File: config.mk
export PLATFORM = sky130hd
export DESIGN_NAME = fp_operand_issue
export DESIGN_NICKNAME = d
export VERILOG_FILES = /design/src/rtl/fp_operand_issue.sv
export SDC_FILE = /design/constraint.sdc
export NUM_CORES = 1
export LEC_CHECK = 0
export CORE_UTILIZATION = 46
export CTS_CLUSTER_DIAMETER = 30
export CTS_CLUSTER_SIZE = 12
export DETAILED_ROUTE_END_ITERATION = 8
export PLACE_DENSITY = 0.87
export SYNTH_ARGS = -nofsm -noshare
export SYNTH_HDL_FRONTEND = slang
export SYNTH_SLANG_ARGS = --single-unit
File: constraint.sdc
create_clock -name clk -period 4.1 [get_ports clk]
set_input_delay 0.41 -clock clk [delete_from_list [all_inputs] [get_ports clk]]
set_output_delay 0.41 -clock clk [all_outputs]
set_load 0.01 [all_outputs]
File: src/rtl/fp_operand_issue.sv
// Operand fetch/issue stage with a pending-destination scoreboard in front of the FP unit.
// Latency: an accepted instruction reaches ex_valid two edges later when it has no hazard (IDLE->CHECK->ISSUE).
// Backpressure: instr_ready is high only in IDLE; ISSUE holds every ex_* output until ex_ready; RAW/WAW hazards hold the stage in CHECK.
module fp_operand_issue #(
  parameter int DATA_W = 32,
  parameter int ADDR_W = 5,
  parameter int OP_W   = 4
) (
  input  logic                     clk,
  input  logic                     rst,
  input  logic                     instr_valid,
  output logic                     instr_ready,
  input  logic [OP_W-1:0]          instr_op,
  input  logic [ADDR_W-1:0]        instr_ra,
  input  logic [ADDR_W-1:0]        instr_rb,
  input  logic [ADDR_W-1:0]        instr_rc,
  input  logic [ADDR_W-1:0]        instr_rd,
  output logic [ADDR_W-1:0]        rf_addr_a,
  output logic [ADDR_W-1:0]        rf_addr_b,
  output logic [ADDR_W-1:0]        rf_addr_c,
  input  logic [DATA_W-1:0]        rf_do_a,
  input  logic [DATA_W-1:0]        rf_do_b,
  input  logic [DATA_W-1:0]        rf_do_c,
  output logic                     rf_we,
  output logic [ADDR_W-1:0]        rf_addr_w,
  output logic [DATA_W-1:0]        rf_di,
  output logic                     ex_valid,
  input  logic                     ex_ready,
  output logic [OP_W-1:0]          ex_op,
  output logic [DATA_W-1:0]        ex_a,
  output logic [DATA_W-1:0]        ex_b,
  output logic [DATA_W-1:0]        ex_c,
  output logic [ADDR_W-1:0]        ex_rd,
  input  logic                     wb_valid,
  input  logic [ADDR_W-1:0]        wb_rd,
  input  logic [DATA_W-1:0]        wb_data,
  output logic [(1<<ADDR_W)-1:0]   pending,
  output logic [15:0]              stall_cnt,
  output logic                     err_spurious
);

  localparam int NREG = 1 << ADDR_W;

  typedef enum logic [1:0] {IDLE, CHECK, ISSUE} state_t;

  state_t            state;
  logic [OP_W-1:0]   ir_op;
  logic [ADDR_W-1:0] ir_ra;
  logic [ADDR_W-1:0] ir_rb;
  logic [ADDR_W-1:0] ir_rc;
  logic [ADDR_W-1:0] ir_rd;

  logic [NREG-1:0]   clr;
  logic [NREG-1:0]   eff;
  logic [NREG-1:0]   set_rd;
  logic              hazard;
  logic              capture;
  logic [DATA_W-1:0] opnd_a;
  logic [DATA_W-1:0] opnd_b;
  logic [DATA_W-1:0] opnd_c;

  // Writeback goes straight to the register file; a result arriving during reset is dropped.
  assign rf_we     = wb_valid & ~rst;
  assign rf_addr_w = wb_rd;
  assign rf_di     = wb_data;

  // Read addresses come from the held instruction so the async RAM output is ready in CHECK.
  assign rf_addr_a = ir_ra;
  assign rf_addr_b = ir_rb;
  assign rf_addr_c = ir_rc;

  assign instr_ready = (state == IDLE);

  // Hazard test against the scoreboard as it will be after this cycle's writeback, plus operand bypass.
  always_comb begin
    clr = '0;
    if (wb_valid) clr[wb_rd] = 1'b1;
    eff     = pending & ~clr;
    hazard  = eff[ir_ra] | eff[ir_rb] | eff[ir_rc] | eff[ir_rd];
    capture = (state == CHECK) && !hazard;
    set_rd  = '0;
    if (capture) set_rd[ir_rd] = 1'b1;
    opnd_a = (wb_valid && (wb_rd == ir_ra)) ? wb_data : rf_do_a;
    opnd_b = (wb_valid && (wb_rd == ir_rb)) ? wb_data : rf_do_b;
    opnd_c = (wb_valid && (wb_rd == ir_rc)) ? wb_data : rf_do_c;
  end

  // Control FSM, scoreboard, stall counter and sticky error flag.
  always_ff @(posedge clk) begin
    if (rst) begin
      state        <= IDLE;
      ir_op        <= '0;
      ir_ra        <= '0;
      ir_rb        <= '0;
      ir_rc        <= '0;
      ir_rd        <= '0;
      ex_valid     <= 1'b0;
      ex_op        <= '0;
      ex_a         <= '0;
      ex_b         <= '0;
      ex_c         <= '0;
      ex_rd        <= '0;
      pending      <= '0;
      stall_cnt    <= '0;
      err_spurious <= 1'b0;
    end else begin
      // A new destination set in the same cycle as its clear leaves the bit set.
      pending <= eff | set_rd;
      if (wb_valid && !pending[wb_rd]) err_spurious <= 1'b1;
      case (state)
        IDLE: begin
          if (instr_valid) begin
            ir_op <= instr_op;
            ir_ra <= instr_ra;
            ir_rb <= instr_rb;
            ir_rc <= instr_rc;
            ir_rd <= instr_rd;
            state <= CHECK;
          end
        end
        CHECK: begin
          if (hazard) begin
            if (stall_cnt != 16'hFFFF) stall_cnt <= stall_cnt + 16'd1;
          end else begin
            ex_op    <= ir_op;
            ex_rd    <= ir_rd;
            ex_a     <= opnd_a;
            ex_b     <= opnd_b;
            ex_c     <= opnd_c;
            ex_valid <= 1'b1;
            state    <= ISSUE;
          end
        end
        ISSUE: begin
          if (ex_ready) begin
            ex_valid <= 1'b0;
            state    <= IDLE;
          end
        end
        default: state <= IDLE;
      endcase
    end
  end

endmodule

==> results.py, run 1 <==
metrics = {
    "status": {
        "status": "complete, no violations",
    },
    "timing": {
        "finalSetupViolations": 0,
        "max_freq_ghz": 0.268,
        "worstMarginPinSlew_ns": 1.14,
        "max_slew_margin": 0.241,
        "report.final.slew_viol_count": 0,
        "skew_ns": 0.0166,
        "grt_setup_unrepaired": "no",
        "finalCritPeriodShare": 0.911,
        "fin_crit_ns": 3.74,
        "hold_viol": 0,
    },
    "synthesis": {
        "synth_cells": 1102,
        "ys_warn_count": 0,
        "synth_top_area_share": 0.345,
        "synth_area_leaders": "dfxtp_1 34%, mux2i_1 11%, a211oi_2 9.5%, nor2_2 4.8%, mux4_2 3.9%",
        "async_reset_ff_frac": 0,
        "synth-simple-area-share": 0.185,
        "avgSynthCellArea_sq_um": 9.54,
        "synth_mux_area_frac": 0.165,
        "synthesis.nets": 1265,
        "mappedNetlistArea_sq_mm": 0.0105,
        "ys_seq_area_frac": 0.345,
        "synth_flop_cell": "dfxtp_1",
        "synth_xor_area_frac": 0.0125,
        "ys_ff_latch": 181,
        "yosys.area.top_type": "dfxtp_1",
        "synth_top_family_by_area": "compound AO/OA/AOI/OAI gates",
        "synth-edff-count": 0,
        "synth_compound_area_frac": 0.204,
        "synthAdderAreaFrac": 0.00119,
        "yosysUniqueCellTypes": 67,
    },
    "worst_hold_path": {
        "hold_end": "ir_op[2]",
        "hold_start": "ir_op[2]",
        "hold_class": "flop to flop",
        "holdPathStages": 2,
    },
    "critical_path": {
        "slowest_stage": "or4_1",
        "r2r_start": "ir_rd[1]",
        "max_stage_delay_ns": 0.57,
        "rr_worst_depth": 10,
        "cpMostUsedCell": "buf_12",
        "rrSetupSlack_ns": 0.70,
        "crit_required_ns": 4.45,
        "r2r-end": "ex_c[22]",
        "critPathMaxFanout": 28,
        "critPathKind": "input pin to flop",
        "path_cells": "clkdlybuf4s50_1, buf_4, nand2b_1, o21ai_0, mux4_2, o22ai_1, or4_1, and4b_4, buf_12, buf_12, nor2_1, a211oi_1",
        "start_kind": "input pin",
        "cp.arrival_ns": 4.09,
        "endpoint_kind": "flop",
    },
    "floorplan": {
        "num_rows": 54,
        "coreArea_sq_mm": 0.0221,
        "boundaryPins": 371,
        "die_area_sq_mm": 0.0235,
        "start_util": 0.476,
        "fp.dieW_um": 153,
        "die_y_um": 153,
    },
    "cts": {
        "insertion_delay_ns": 0.44,
        "root_buffer": "clkbuf_16",
        "post_cts_buffers": 0,
        "cts.clk_slew.worst_paths_ns": 0.08,
        "cts_inserted_buffers": 17,
        "cts_buffer_depth": 2,
        "htreeDepth": 4,
        "cts_tree": "yes",
        "cts_resized": 0,
        "postCtsHoldBufs": 0,
        "cts_sinks": 181,
    },
    "power_and_ir_drop": {
        "sw_frac_of_total": 0.341,
        "pwr-share-seq": 0.373,
        "p_sw_mw": 1.99,
        "peakVddDrop_v": 0.000311,
        "comb_power_share": 0.347,
        "p_int_mw": 3.85,
        "p_leak_nw": 5.07,
        "power_mw": 5.84,
        "p_per_area_mw_per_mm2": 386,
        "clkPwrFrac": 0.280,
    },
    "route": {
        "dr.pass1.iters": 5,
        "drt_iter0_drc": 757,
        "routedWlPerCell_um": 22.6,
        "drc": 0,
        "avgViaCountPerCell": 5.96,
        "wl_mm": 39.6,
        "vias": 10400,
        "detail-route-antenna-nets": 0,
    },
    "placement": {
        "numPortBuffers": 370,
        "gp_congestion": 1.03,
        "placed_cells": 1715,
        "hpwl_mm": 29.8,
    },
    "final_layout": {
        "final_util": 0.686,
        "nets": 1617,
        "fillCellCount": 1717,
        "drive_above_1_share": 0.226,
        "final_common_cell": "clkdlybuf4s50_1",
        "layout_common_cells": "369 x clkdlybuf4s50_1, 181 x dfxtp_1, 114 x mux2i_1",
        "instances_no_fill": 1753,
        "area_growth_pct": 44.0,
    },
    "global_route": {
        "grt_pass1_wl_mm": 60.6,
        "grt_pass1_vias": 10500,
        "antenna_found_initial": 7,
        "track_usage": 0.335,
        "grt_max_degree": 117,
        "grt_overflow": 0,
    },
    "flow_run": {
        "drv_cap": 0,
    },
}
[cells by family (layout without fill, tap and decap cells)]
family | after synthesis | after routing
muxes | 149 | 149
DFF | 181 | 181
and+or+nand+nor | 354 | 354
xor gates and xnor gates | 15 | 15
other | 0 | 6
AOI/OAI and AO/OA | 261 | 261
adders and majority gates | 1 | 1
buffers and inverters | 141 | 506
[power by group through the flow]
stage / Combinational [mW] / Clock (mW) / Sequential (mW)
after floorplan: 1.08 / 0 / 2.24
after global placement: 1.98 / 0 / 2.20
after detailed placement: 2.02 / 0 / 2.20
after CTS: 2.03 / 1.64 / 2.17
after global routing: 2.16 / 1.72 / 2.20
final: 2.03 / 1.63 / 2.18
[critical path, delay by kind of cell]
kind | cells | cell delay [ns]
multiplexers | 1 | 0.33
AND/OR/NAND/NOR | 4 | 1.33
AO/OA/AOI/OAI | 3 | 0.88
buffers and inverters | 4 | 1.10
[layout make-up]
class                      instances  area [sq um]  area share
multi-input combinational        780          5980       0.395
timing repair buffer             465          4570       0.302
sequential                       181          3620       0.239
clock buffer                      19           443      0.0292
tap                              280           350      0.0231
clock inverter                    13           128     0.00843
inverter                           9          33.8     0.00223
antenna                            6          15.0    0.000991
[worst max path at each step]
stage / startpoint / to / cells past startpoint
4_1_cts: wb_rd[1] / ex_c[22] / 12
2_1_floorplan: wb_rd[0] / stall_cnt[11] / 12
5_1_grt: wb_rd[2] / ex_c[29] / 12
3_3_place_gp: wb_rd[2] / ex_c[30] / 12
3_5_place_dp: wb_rd[1] / ex_c[22] / 12
6_report: wb_rd[2] / ex_c[22] / 12
[stage by stage]
step	setup slack (ns)	hold WS, ns	area [sq um]	TNS, ns
after global placement	0.00721	0.442	14600	0
after global routing	0.155	0.475	15100	0
after detailed placement	-0.00940	0.449	14600	-0.00940
final	0.364	0.459	15100	0
after CTS	0.421	0.459	15100	0
after floorplan	0.892	0.436	10500	0
[synth_stat cells, types with 19 or more instances]
cell type and instances:
dfxtp_1 181, mux2i_1 114, a211oi_2 80, nor2_2 80, nand2_1 73, nor2_1 64
clkbuf_1 53, buf_4 50, a21oi_1 39, o21ai_0 31, o22ai_1 30, a211oi_1 19
[routing by layer]
layer / vias up / GRT usage / part of all wire
li1: 4724 / - / -
met1: 4988 / 0.380 / 0.38
met2: 577 / 0.564 / 0.48
met3: 152 / 0.0921 / 0.085
met4: 2 / 0.196 / 0.052
met5: - / 0 / 0.00023
[flip-flops by register name (all words and copies together) (netlist names), 16 cells and up]
register	flops
ex_a	32
ex_b	32
ex_c	32
pending	32
stall_cnt	16
No activity file was read; power rests on OpenSTA's default activity.
==> run 2: changes to the inputs <==
- clock period: 4.1 -> 3.55 ns (I/O delays scaled with it)
==> run 2 against run 1 <==
  * Clock power grew 18%
  * Non-clock buffer count grew 34
  * Setup slack worse by 0.26 ns
  * Die area unchanged
  * Combinational power rose by 23%
  * Worst hold slack worse by 0.11 ns
  * Clock skew up 0.0013 ns
  * First-iteration DRC count rose by 5.2%
  * Critical endpoint is now pending[8]
==> results.py, run 2 (synthesis results as in run 1) <==
metrics = {
    "critical_path": {
        "critPathMaxFanout": 8,
        "endpoint_kind": "flop",
        "cp.arrival_ns": 3.78,
        "crit_required_ns": 3.88,
        "critPathKind": "input pin to flop",
        "start_kind": "input pin",
        "rrSetupSlack_ns": 0.33,
        "rr_worst_depth": 11,
        "r2r-end": "pending[8]",
        "r2r_start": "ir_rd[2]",
    },
    "global_route": {
        "grt_pass1_vias": 10600,
        "antenna_found_initial": 5,
        "grt_overflow": 0,
        "grt_pass1_wl_mm": 60.6,
        "track_usage": 0.333,
        "grt_max_degree": 87,
    },
    "power_and_ir_drop": {
        "p_per_area_mw_per_mm2": 444,
        "p_sw_mw": 2.34,
        "comb_power_share": 0.359,
        "power_mw": 6.93,
        "p_int_mw": 4.59,
        "clkPwrFrac": 0.279,
        "peakVddDrop_v": 0.000280,
        "pwr-share-seq": 0.362,
        "p_leak_nw": 5.30,
        "sw_frac_of_total": 0.338,
    },
    "floorplan": {
        "die_area_sq_mm": 0.0235,
        "fp.dieW_um": 153,
        "start_util": 0.476,
        "boundaryPins": 371,
        "die_y_um": 153,
        "num_rows": 54,
        "coreArea_sq_mm": 0.0221,
    },
    "final_layout": {
        "nets": 1651,
        "area_growth_pct": 48.6,
        "final_util": 0.707,
        "final_common_cell": "clkdlybuf4s50_1",
        "instances_no_fill": 1787,
        "drive_above_1_share": 0.254,
        "layout_common_cells": "364 x clkdlybuf4s50_1, 181 x dfxtp_1, 114 x mux2i_1",
    },
    "placement": {
        "place_ws_ns": -0.612,
        "placed_cells": 1741,
        "numPortBuffers": 370,
        "gp_congestion": 1.05,
        "hpwl_mm": 30.2,
    },
    "cts": {
        "cts_tree": "yes",
        "cts_buffer_depth": 2,
        "cts.clk_slew.worst_paths_ns": 0.07,
        "cts_inserted_buffers": 17,
        "root_buffer": "clkbuf_16",
        "insertion_delay_ns": 0.43,
        "cts_sinks": 181,
        "postCtsHoldBufs": 0,
        "htreeDepth": 4,
    },
    "route": {
        "drc": 0,
        "vias": 10600,
        "detail-route-antenna-nets": 0,
        "wl_mm": 40.2,
        "routedWlPerCell_um": 22.5,
        "dr.pass1.iters": 7,
        "avgViaCountPerCell": 5.93,
        "drt_iter0_drc": 796,
    },
    "timing": {
        "max_freq_ghz": 0.290,
        "report.final.slew_viol_count": 0,
        "setup_slack_ns": 0.104,
        "worstMarginPinSlew_ns": 0.962,
        "fin_crit_ns": 3.45,
        "skew_ns": 0.0179,
        "max_slew_margin": 0.357,
        "finalCritPeriodShare": 0.971,
        "finalSetupViolations": 0,
        "hold_viol": 0,
        "fin_hold_ws_ns": 0.349,
    },
    "worst_hold_path": {
        "holdPathStages": 2,
        "hold_start": "rst",
        "hold_end": "ex_b[25]",
        "hold_class": "input pin to flop",
    },
    "flow_run": {
        "drv_cap": 0,
    },
    "status": {
        "status": "complete, no violations",
    },
}
## run 2: repair_timing
item	CTS	global route
resized for setup	8	29
setup buffers	0	6
cloned	0	2
setup endpoints to repair	129	151
hold endpoints to repair	0	0
pin swaps	0	3
## run 2: worst max-delay path by stage
stage / start / cells after the start / to
after floorplan: wb_rd[0] / 12 / stall_cnt[11]
after global placement: wb_valid / 14 / ex_b[0]
after detailed placement: wb_valid / 14 / ex_c[22]
after CTS: wb_rd[4] / 13 / ex_c[14]
after global routing: wb_rd[3] / 14 / ex_c[21]
final: wb_rd[3] / 14 / pending[8]
## run 2: stage by stage
stage                     TNS [ns]  area (sq um)
after floorplan                  0         10500
after global placement      -60.35         14800
after detailed placement    -76.78         14800
after CTS                        0         15400
after global routing      -0.00386         15600
final                            0         15600
## run 2: cell type report
cell class                      instances  area, sq um
Antenna cell                            6         15.0
Clock buffer                           19          443
Clock inverter                         13          138
Fill cell                            1606         6470
Inverter                                9         33.8
Multi-Input combinational cell        780         6060
Sequential cell                       181         3620
Tap cell                              280          350
Timing Repair Buffer                  499         4960
## run 2: critical path: stages
cell and delay, ns:
clkdlybuf4s50_1 0.48, or2_1 0.28, buf_4 0.19, buf_4 0.15, o2111ai_1 0.23, o21ai_1 0.17, a2111oi_2 0.36, o211ai_1 0.18
nor4_2 0.34, and4b_4 0.37, buf_12 0.12, clkbuf_16 0.16, nand4_4 0.18, o22ai_1 0.20
## run 2: power by group through the flow
stage          combinational [mW]  sequential, mW  clock (mW)
5_1_grt                      2.63            2.53        2.04
6_report                     2.49            2.51        1.93
2_1_floorplan                1.24            2.59           0
3_5_place_dp                 2.39            2.54           0
4_1_cts                      2.41            2.50        1.94
3_3_place_gp                 2.32            2.54           0
## run 2: routing by layer
| layer | track usage | wire, um |
|---|---|---|
| met1 | 0.373 | 15200 |
| met2 | 0.577 | 19800 |
| met3 | 0.0868 | 3260 |
| met4 | 0.179 | 1900 |
| met5 | 0 | 0 |
==> run 3: changes to the inputs <==
- CELL_PAD_IN_SITES_DETAIL_PLACEMENT: unset -> 0
- CELL_PAD_IN_SITES_GLOBAL_PLACEMENT: unset -> 1
- CORE_MARGIN: unset -> 2
- CORE_UTILIZATION: 46 -> 34
- PLACE_DENSITY: 0.87 -> 0.86
==> run 3 against run 2 <==
  * Flip-flop and latch count is the same
  * Global-route usage is 9.1 points lower
  * Largest cell class unchanged
  * Power is 0.41% higher
  * Clock-buffer cell count decreased by 1
  * Via count shrank 2.0%
  * Combinational power is essentially flat
  * Critical path depth fell by 1
  * Setup slack lost 0.083 ns
  * Final cell count increased by 7.0%
==> results.py, run 3 (synthesis results as in run 1) <==
metrics = {
    "status": {
        "status": "complete, no violations",
    },
    "global_route": {
        "grt_pass1_wl_mm": 61.7,
        "grt_max_degree": 146,
        "antenna_found_initial": 0,
        "grt_pass1_vias": 10400,
        "track_usage": 0.242,
        "grt_overflow": 0,
    },
    "flow_run": {
        "drv_cap": 0,
    },
    "worst_hold_path": {
        "hold_end": "stall_cnt[9]",
        "holdPathStages": 2,
        "hold_start": "rst",
        "hold_class": "input pin to flop",
    },
    "critical_path": {
        "r2r_start": "ir_rd[1]",
        "rr_worst_depth": 10,
        "endpoint_kind": "flop",
        "critPathLaunch": "wb_valid",
        "crit_required_ns": 3.91,
        "r2r-end": "pending[0]",
        "critPathKind": "input pin to flop",
        "rrSetupSlack_ns": 0.34,
        "cp.arrival_ns": 3.89,
        "start_kind": "input pin",
        "critPathMaxFanout": 8,
    },
    "floorplan": {
        "start_util": 0.345,
        "fp.dieW_um": 180,
        "die_area_sq_mm": 0.0323,
        "die_y_um": 180,
        "num_rows": 64,
        "coreArea_sq_mm": 0.0305,
        "boundaryPins": 371,
    },
    "placement": {
        "gp_congestion": 0.946,
        "numPortBuffers": 370,
        "placed_cell_area_sq_mm": 0.0150,
        "hpwl_mm": 30.3,
        "place_ws_ns": -0.577,
        "placed_cells": 1871,
    },
    "final_layout": {
        "fin_area_sq_mm": 0.0159,
        "seqCellArea_sq_mm": 0.00362,
        "multiInputGateArea_sq_mm": 0.00608,
        "instances_no_fill": 1912,
        "area_growth_pct": 50.9,
        "final_util": 0.520,
        "drive_above_1_share": 0.263,
        "antenna-diode-count": 0,
        "final_common_cell": "clkdlybuf4s50_1",
        "layout_common_cells": "366 x clkdlybuf4s50_1, 181 x dfxtp_1, 124 x buf_4",
        "nets": 1666,
        "fillCellCount": 2797,
    },
    "cts": {
        "cts_tree": "yes",
        "cts_buffer_depth": 2,
        "cts_inserted_buffers": 17,
        "cts_sinks": 181,
        "cts.clk_slew.worst_paths_ns": 0.08,
        "htreeDepth": 4,
        "insertion_delay_ns": 0.45,
        "root_buffer": "clkbuf_16",
    },
    "timing": {
        "fin_hold_ws_ns": 0.337,
        "setup_slack_ns": 0.0210,
        "hold_viol": 0,
        "finalSetupViolations": 0,
        "max_slew_margin": 0.314,
        "grt_setup_unrepaired": "yes",
        "max_freq_ghz": 0.283,
        "worstMarginPinSlew_ns": 1.03,
        "report.final.slew_viol_count": 0,
        "finalCritPeriodShare": 0.994,
        "fin_crit_ns": 3.53,
        "skew_ns": 0.0197,
    },
    "route": {
        "vias": 10400,
        "drt_iter0_drc": 837,
        "avgViaCountPerCell": 5.43,
        "detail-route-antenna-nets": 0,
        "dr.pass1.iters": 5,
        "drc": 0,
        "routedWlPerCell_um": 21.4,
        "wl_mm": 40.8,
    },
    "power_and_ir_drop": {
        "peakVddDrop_v": 0.000303,
        "sw_frac_of_total": 0.341,
        "comb_power_share": 0.354,
        "p_sw_mw": 2.37,
        "pwr-share-seq": 0.358,
        "p_int_mw": 4.59,
        "p_leak_nw": 5.37,
        "p_per_area_mw_per_mm2": 439,
        "clkPwrFrac": 0.288,
    },
}
[run 3: repair_timing]
item | 4_1_cts | 5_1_grt
hold buffers | 0 | 0
gates resized for setup | 6 | 30
endpoints found under the setup margin | 101 | 144
gates cloned | 0 | 2
pin swaps | 0 | 1
setup buffers | 0 | 7
[run 3: layer usage]
layer / vias to the layer above / track usage / part of all wire
met5: - / 0 / 0
met4: 0 / 0.0676 / 0.027
met3: 76 / 0.0660 / 0.079
met2: 484 / 0.432 / 0.50
met1: 5018 / 0.282 / 0.39
li1: 4807 / - / -
[run 3: area by class of cell]
cell class | count | share of cell area
clock inverter | 14 | 0.0104
multi-input combinational | 780 | 0.383
timing repair buffer | 514 | 0.317
clock buffer | 18 | 0.0277
inverter | 9 | 0.00213
tap | 396 | 0.0312
sequential | 181 | 0.228
[run 3: how the worst max path moves through the flow]
| stage | slack (ns) | to | cells past startpoint |
|---|---|---|---|
| after CTS | 0.0009 | pending[1] | 16 |
| after floorplan | 0.40 | stall_cnt[11] | 12 |
| after detailed placement | -0.58 | ex_b[4] | 16 |
| after global routing | -0.02 | pending[0] | 13 |
| after global placement | -0.53 | pending[13] | 15 |
| final | 0.02 | pending[0] | 13 |
[run 3: worst max-delay path, stage by stage]
cell             delay, ns
clkdlybuf4s50_1       0.50
buf_4                 0.14
or4b_4                0.52
o21ai_4               0.20
mux4_2                0.26
o22ai_1               0.08
a211o_1               0.24
or4_4                 0.43
and4b_4               0.43
buf_4                 0.15
clkbuf_16             0.15
nand4_4               0.21
o22ai_1               0.21
[run 3: per-stage QoR]
step                      setup TNS (ns)  power (mW)
after detailed placement          -71.11        4.91
after global placement            -58.88        4.88
final                                  0        6.96
after floorplan                        0        3.83
after global routing             -0.0535        7.28
after CTS                              0        6.94
[run 3: power groups by stage]
stage	clock network, mW	registers [mW]	logic [mW]
6_report	2.01	2.49	2.46
5_1_grt	2.12	2.52	2.64
4_1_cts	2.05	2.49	2.40
3_5_place_dp	0	2.53	2.39
3_3_place_gp	0	2.53	2.35
2_1_floorplan	0	2.59	1.24
